`src/rtl/ppe_mac_sequencer.sv`:
```
// Sequencer for one partial PE: loads weight/input register files, runs
// FILTER_SIZE-tap MAC windows across each input row and emits partial sums.
module ppe_mac_sequencer #(
  parameter int FILTER_SIZE  = 5,
  parameter int IFMAP_SIZE   = 25,
  parameter int WEIGHT_WIDTH = 8,
  parameter int SUM_WIDTH    = 13,
  parameter int PE_ID        = 0,
  parameter int IMEM_ID      = 11
) (
  input  logic                    clk,
  input  logic                    rst_n,
  input  logic                    cmd_valid,
  output logic                    cmd_ready,
  input  logic [3:0]              cmd_opcode,
  input  logic [IFMAP_SIZE-1:0]   cmd_data,
  output logic                    wrf_we,
  output logic [2:0]              wrf_waddr,
  output logic [WEIGHT_WIDTH-1:0] wrf_wdata,
  output logic [2:0]              wrf_raddr,
  input  logic [WEIGHT_WIDTH-1:0] wrf_rdata,
  output logic                    irf_we,
  output logic [IFMAP_SIZE-1:0]   irf_wdata,
  output logic [4:0]              irf_raddr,
  input  logic                    irf_rdata,
  output logic                    out_valid,
  input  logic                    out_ready,
  output logic [3:0]              out_dest,
  output logic [3:0]              out_opcode,
  output logic [IFMAP_SIZE-1:0]   out_data,
  output logic [1:0]              ts,
  output logic                    busy,
  output logic [2:0]              dbg_state
);

  // Handshakes: a command transfers on a clk edge where cmd_valid & cmd_ready;
  // a packet transfers where out_valid & out_ready. Once out_valid rises, it and
  // all out_* fields hold until the transfer (only reset can withdraw them).

  typedef enum logic [2:0] {IDLE, WLOAD, ILOAD, MAC, EMIT, REQ} state_t;

  localparam logic [2:0] LAST_TAP  = 3'(FILTER_SIZE);
  localparam logic [2:0] DEST_LAST = 3'(FILTER_SIZE - 1);
  localparam logic [4:0] LAST_WIN  = 5'(IFMAP_SIZE - FILTER_SIZE);
  localparam logic [4:0] ROW_LIMIT = 5'(IFMAP_SIZE - FILTER_SIZE + 1);
  localparam logic [1:0] WL_LAST   = 2'd2;

  state_t                  state, state_next;
  logic [IFMAP_SIZE-1:0]   cmd_q;
  logic [2:0]              wptr;
  logic [1:0]              wcnt;
  logic [4:0]              row_cnt;
  logic [2:0]              dest_pe;
  logic [4:0]              win;
  logic [2:0]              tap;
  logic [SUM_WIDTH:0]      acc;
  logic [1:0]              ts_q;

  always_comb begin
    state_next = state;
    cmd_ready  = 1'b0;
    wrf_we     = 1'b0;
    wrf_waddr  = '0;
    wrf_wdata  = '0;
    wrf_raddr  = '0;
    irf_we     = 1'b0;
    irf_wdata  = '0;
    irf_raddr  = '0;
    out_valid  = 1'b0;
    out_dest   = '0;
    out_opcode = '0;
    out_data   = '0;
    case (state)
      IDLE: begin
        cmd_ready = rst_n;
        if (cmd_valid) begin
          case (cmd_opcode)
            4'd0:    state_next = WLOAD;
            4'd1:    state_next = ILOAD;
            default: state_next = IDLE;
          endcase
        end
      end
      WLOAD: begin
        wrf_we    = 1'b1;
        wrf_waddr = wptr + {1'b0, wcnt};
        wrf_wdata = cmd_q[{wcnt, 3'b000} +: WEIGHT_WIDTH];
        if (wcnt == WL_LAST) state_next = IDLE;
      end
      ILOAD: begin
        irf_we     = 1'b1;
        irf_wdata  = cmd_q;
        state_next = MAC;
      end
      MAC: begin
        // Reads are issued on taps 0..4; data arrives one cycle later.
        if (tap != LAST_TAP) begin
          wrf_raddr = tap;
          irf_raddr = win + {2'b00, tap};
        end else begin
          state_next = EMIT;
        end
      end
      EMIT: begin
        out_valid  = 1'b1;
        out_dest   = {1'b0, dest_pe};
        out_opcode = 4'(PE_ID);
        out_data   = {{(IFMAP_SIZE-SUM_WIDTH-1){1'b0}}, acc};
        if (out_ready) begin
          if (win == LAST_WIN) state_next = (row_cnt < ROW_LIMIT) ? REQ : IDLE;
          else                 state_next = MAC;
        end
      end
      REQ: begin
        out_valid  = 1'b1;
        out_dest   = 4'(IMEM_ID);
        out_opcode = 4'(PE_ID);
        if (out_ready) state_next = IDLE;
      end
      default: state_next = IDLE;
    endcase
  end

  always_ff @(posedge clk) begin
    if (!rst_n) begin
      state   <= IDLE;
      cmd_q   <= '0;
      wptr    <= '0;
      wcnt    <= '0;
      row_cnt <= '0;
      dest_pe <= '0;
      win     <= '0;
      tap     <= '0;
      acc     <= '0;
      ts_q    <= 2'd1;
    end else begin
      state <= state_next;
      case (state)
        IDLE: begin
          if (cmd_valid) begin
            cmd_q <= cmd_data;
            wcnt  <= '0;
            if (cmd_opcode == 4'd15) begin
              ts_q    <= 2'd2;
              row_cnt <= '0;
              dest_pe <= '0;
            end
          end
        end
        WLOAD: begin
          wcnt <= wcnt + 2'd1;
          // Weight banks alternate between addresses 0..2 and 3..5.
          if (wcnt == WL_LAST) wptr <= (wptr == 3'd0) ? 3'd3 : 3'd0;
        end
        ILOAD: begin
          if (row_cnt != ROW_LIMIT) row_cnt <= row_cnt + 5'd1;
          win <= '0;
          tap <= '0;
          acc <= '0;
        end
        MAC: begin
          tap <= (tap == LAST_TAP) ? 3'd0 : tap + 3'd1;
          if (tap != 3'd0 && irf_rdata) acc <= acc + (SUM_WIDTH+1)'(wrf_rdata);
        end
        EMIT: begin
          if (out_ready) begin
            dest_pe <= (dest_pe == DEST_LAST) ? 3'd0 : dest_pe + 3'd1;
            win     <= win + 5'd1;
            tap     <= '0;
            acc     <= '0;
          end
        end
        default: ;
      endcase
    end
  end

  assign ts        = ts_q;
  assign busy      = (state != IDLE);
  assign dbg_state = state;

endmodule
```
`config.mk`:
```
export PLATFORM = sky130hd
export DESIGN_NAME = ppe_mac_sequencer
export DESIGN_NICKNAME = d
export VERILOG_FILES = /design/src/rtl/ppe_mac_sequencer.sv
export SDC_FILE = /design/constraint.sdc
export NUM_CORES = 1
export LEC_CHECK = 0
export ABC_AREA = 1
export CAP_MARGIN = 20
export CORE_ASPECT_RATIO = 1.5
export CORE_UTILIZATION = 52
export CTS_BUF_LIST = sky130_fd_sc_hd__clkbuf_8
export CTS_CLUSTER_SIZE = 12
export DETAILED_ROUTE_END_ITERATION = 10
export HOLD_SLACK_MARGIN = 0.06
export PLACE_DENSITY = 0.89
export SETUP_SLACK_MARGIN = 0.15
export SYNTH_ARGS = -nofsm -noshare
export SYNTH_HDL_FRONTEND = slang
export SYNTH_SLANG_ARGS = --single-unit
```
`constraint.sdc`:
```
create_clock -name clk -period 6.2 [get_ports clk]
set_input_delay 1.86 -clock clk [delete_from_list [all_inputs] [get_ports clk]]
set_output_delay 1.86 -clock clk [all_outputs]
set_load 0.005 [all_outputs]
```
### After elaboration in Yosys (flattened, before gate mapping)

Cells that the tools add are included.

* register bits: 65
* input bits: 42
* output and inout bits: 87
* word-level logic and storage cells: 104

* $add $sub $neg: 8
* order comparisons: 1
* equality and inequality tests: 21
* shift-type cells: 1
* muxes and demuxes: 41
* reductions and logical operators: 22

Operator list (count)
* $mux W3: 15
* $mux W14: 3
* $pmux W14 S3: 1
* $mux W5: 6
* $mux W25: 1
* $shiftx A25 B6 Y8: 1
* $pmux W5 S2: 2
* $pmux W3 S6: 1
* $ne A2 B2 Y1 const B: 8
* $add A14 B8 Y14: 1
* $eq A3 B3 Y1 const B: 4
* $add A5 B1 Y5 const B: 2
* $reduce_and A2 Y1: 5
* $pmux W3 S3: 1
* $reduce_bool A3 Y1: 3
* $mux W8: 1
* $pmux W2 S2: 2
* $pmux W4 S2: 1
* $reduce_and A4 Y1: 2
* $reduce_bool A2 Y1: 4
* $add A3 B1 Y3 const B: 2
* $eq A3 B2 Y1 const B: 2
* $logic_not A3 Y1: 2
* $pmux W3 S2: 1
* other kinds (18): 23

### Longest topological paths before layout

* depth in word-level cells: 5
* mapped depth: 15

### Worst setup path after synthesis

No wires, ideal clock.

* kind: input to output
* start: in rst_n
* end: out cmd_ready
* arrival time: 2.507 ns
* required time: 4.340 ns
* path slack: 1.833 ns
* stages: 4
* buffers on the path: 2
* cells stage by stage: clkbuf_1 inv_1 clkbuf_1 nor2_1

* longest elaborated chain between the ends: 1

RTL lines
* from (decl): RTL line 12 `input logic rst_n,`
* $mux W1: RTL line 73 `case (state)`
* to (decl): RTL line 14 `output logic cmd_ready,`

Every way passes these cells.

### Worst setup path after layout

Same ends and word-level chain as after synthesis.

==> flow_summary.ini <==
[critical_path]
path_class = in -> out
cp_cell_sequence = clkdlybuf4s50_1, inv_1, nor2_1, clkdlybuf4s50_1
crit_start = rst_n
cp_slowest_cell = clkdlybuf4s50_1
r2r_cells = 8
path_max_fanout = 2
end_kind = output pin
cpMostUsedCell = clkdlybuf4s50_1
required_ps = 4340
crit_arrival_ps = 3000
regToRegSetupSlack_ps = 4140
reg2reg_from = dbg_state[0]$_SDFFE_PN0P_
r2r_end = win[4]$_SDFFE_PN0P_
crit_path_start_kind = input pin
cp_slowest_stage_delay_ps = 510

[logic_synthesis]
syn_inst = 606
ys_ff_latch = 63
async_flop_share_pct = 0
syn_avg_cell_area_um2 = 6.47
yosysWarnings = 0
synth_enable_flop_cells = 0
synth_cell_types = 34
ys.flop_type = dfxtp_1
synth_area_um2 = 3920
synth-seq-area-share_pct = 32.2

[clocking]
cts_made_buffers = 9
clockBufferDepth = 2
cts.clk_slew.worst_paths_ps = 60
ctsResizeCount = 0
cts-htree-levels = 3
clockRootBuffer = clkbuf_8
clock_sinks = 63
cts_tree = yes
hold_buffers = 0
clk_latency_ps = 350
post_cts_buffers = 0

[timing]
hold_ws_ps = 461
fin_tns_setup_ps = 0
setup_violations = 0
rsz0062_at_grt = false
fmax_mhz = 206
drv_slew = 0
worstMarginPinSlew_ps = 765
slew_headroom_pct = 48.9
fin_crit_ps = 4860
min_period_over_period_pct = 78.4
finClkSkew_ps = 10.8
hold_viol = 0

[pwr]
clockPowerShare_pct = 22.3
power_frac_seq_pct = 37.0
peakVddDrop_uv = 183
p_per_area_nw_per_um2 = 272
power_switching_uw = 568
p_int_uw = 858
p_comb_share_pct = 40.7
p_leak_nw = 2.11
swShare_pct = 39.8

[routing]
wl_um = 10800
wl_per_cell_um = 13.2
drc = 0
vias_per_cell = 5.18
dr.first_iter.drc_count = 203
vias = 4238
drtAntennaViolNets = 0
first_pass_iters = 5

[hold_path]
holdPathEnd = ts[0]$_SDFFE_PN1P_
min_path_type = reg -> reg
holdPathStages = 2
worstHoldStart = ts[0]$_SDFFE_PN1P_

[placement]
dp_hpwl_um = 8050
gp_congestion = 0.894
io_buffers = 113

[floorplanning]
die_h_um = 108
start_util_pct = 53.9
core_um2 = 7270
dieWidth_um = 72.9
top_level_ports = 129
dieArea_um2 = 7890
rows = 38

[global_route]
grt_pass1_wl_um = 17500
grt_max_degree = 52
track_usage_pct = 28.5
overflow = 0
grt_pass1_vias = 4164
antenna_found_initial = 0

[final_layout]
drive_above_1_share_pct = 5.99
final_common_cell = clkdlybuf4s50_1
num_antenna_cells = 0
area_growth_pct = 33.5
nNetsFinal = 777
mostFrequentLayoutCells = 113 x clkdlybuf4s50_1, 97 x nand2_1, 96 x nor2_1, 92 x inv_1, 80 x a21oi_1

[run_status]
status = completed

[job]
drv_cap = 0
==> how the worst max path moves through the flow <==
| stage | slack [ps] | endpoint | depth (start not counted) |
|---|---|---|---|
| after floorplan | 1830 | cmd_ready | 4 |
| after global placement | 1350 | cmd_ready | 4 |
| after detailed placement | 1350 | cmd_ready | 4 |
| after CTS | 1340 | cmd_ready | 4 |
| after global routing | 1280 | cmd_ready | 4 |
| final | 1340 | cmd_ready | 4 |
==> per-layer routing <==
layer  GRT usage, %  part of all wire, %
met4           15.4                  3.1
met3           6.06                  6.6
met1           27.8                   37
met5              0                    0
met2           54.2                   53
==> state kept, by name, indices dropped and copies added (netlist names), 3 cells and up <==
name       count
cmd_q         25
acc           14
row_cnt        5
win            5
dbg_state      3
dest_pe        3
tap            3
==> through the flow <==
stage,instance area [um^2],cells,worst slack [ps],power [mW],util (%)
4_1_cts,5230,818,1340,1.42,71.9
5_1_grt,5230,818,1280,1.52,71.9
6_report,5230,818,1340,1.43,71.9
2_1_floorplan,3970,620,1830,0.892,-
3_5_place_dp,5060,802,1350,1.10,69.5
3_3_place_gp,5060,802,1350,1.08,69.5
==> cells in the mapped netlist, types with 7 or more instances <==
cell	number	area share [%]
dfxtp_1	63	32
a21oi_1	80	10
inv_1	91	8.7
nor2_1	96	9.2
clkbuf_1	10	0.96
buf_4	15	2.9
ha_1	19	6.1
nor3_1	8	1.0
o21ai_0	43	5.5
nand3_1	24	3.1
buf_2	7	0.89
nand2_1	97	9.3
==> critical path: cells and delay by family <==
kind          cells  cell delay [ps]
simple gates      1              110
buf+inv           3             1030
==> power by group through the flow <==
stage	Clock, mW	Sequential (mW)	Combinational, mW
2_1_floorplan	0	0.520	0.372
3_3_place_gp	0	0.531	0.551
3_5_place_dp	0	0.535	0.566
4_1_cts	0.320	0.526	0.574
5_1_grt	0.338	0.537	0.644
6_report	0.318	0.527	0.581
==> cell families after synthesis <==
logic type	synth area share, %
other cells	0.0957
xor+xnor	1.34
fa+ha+maj	7.60
simple gates	27.4
compound gates	17.1
flops	32.2
buf+inv	14.3
==> final cells by class <==
cell class	instances	area (um^2)
Multi-Input combinational cell	425	2150
Fill cell	603	2040
Sequential cell	63	1260
Timing Repair Buffer	116	1150
Inverter	98	368
Clock buffer	11	151
Tap cell	100	125
Clock inverter	5	23.8
Power figures use the tool's default switching activity.
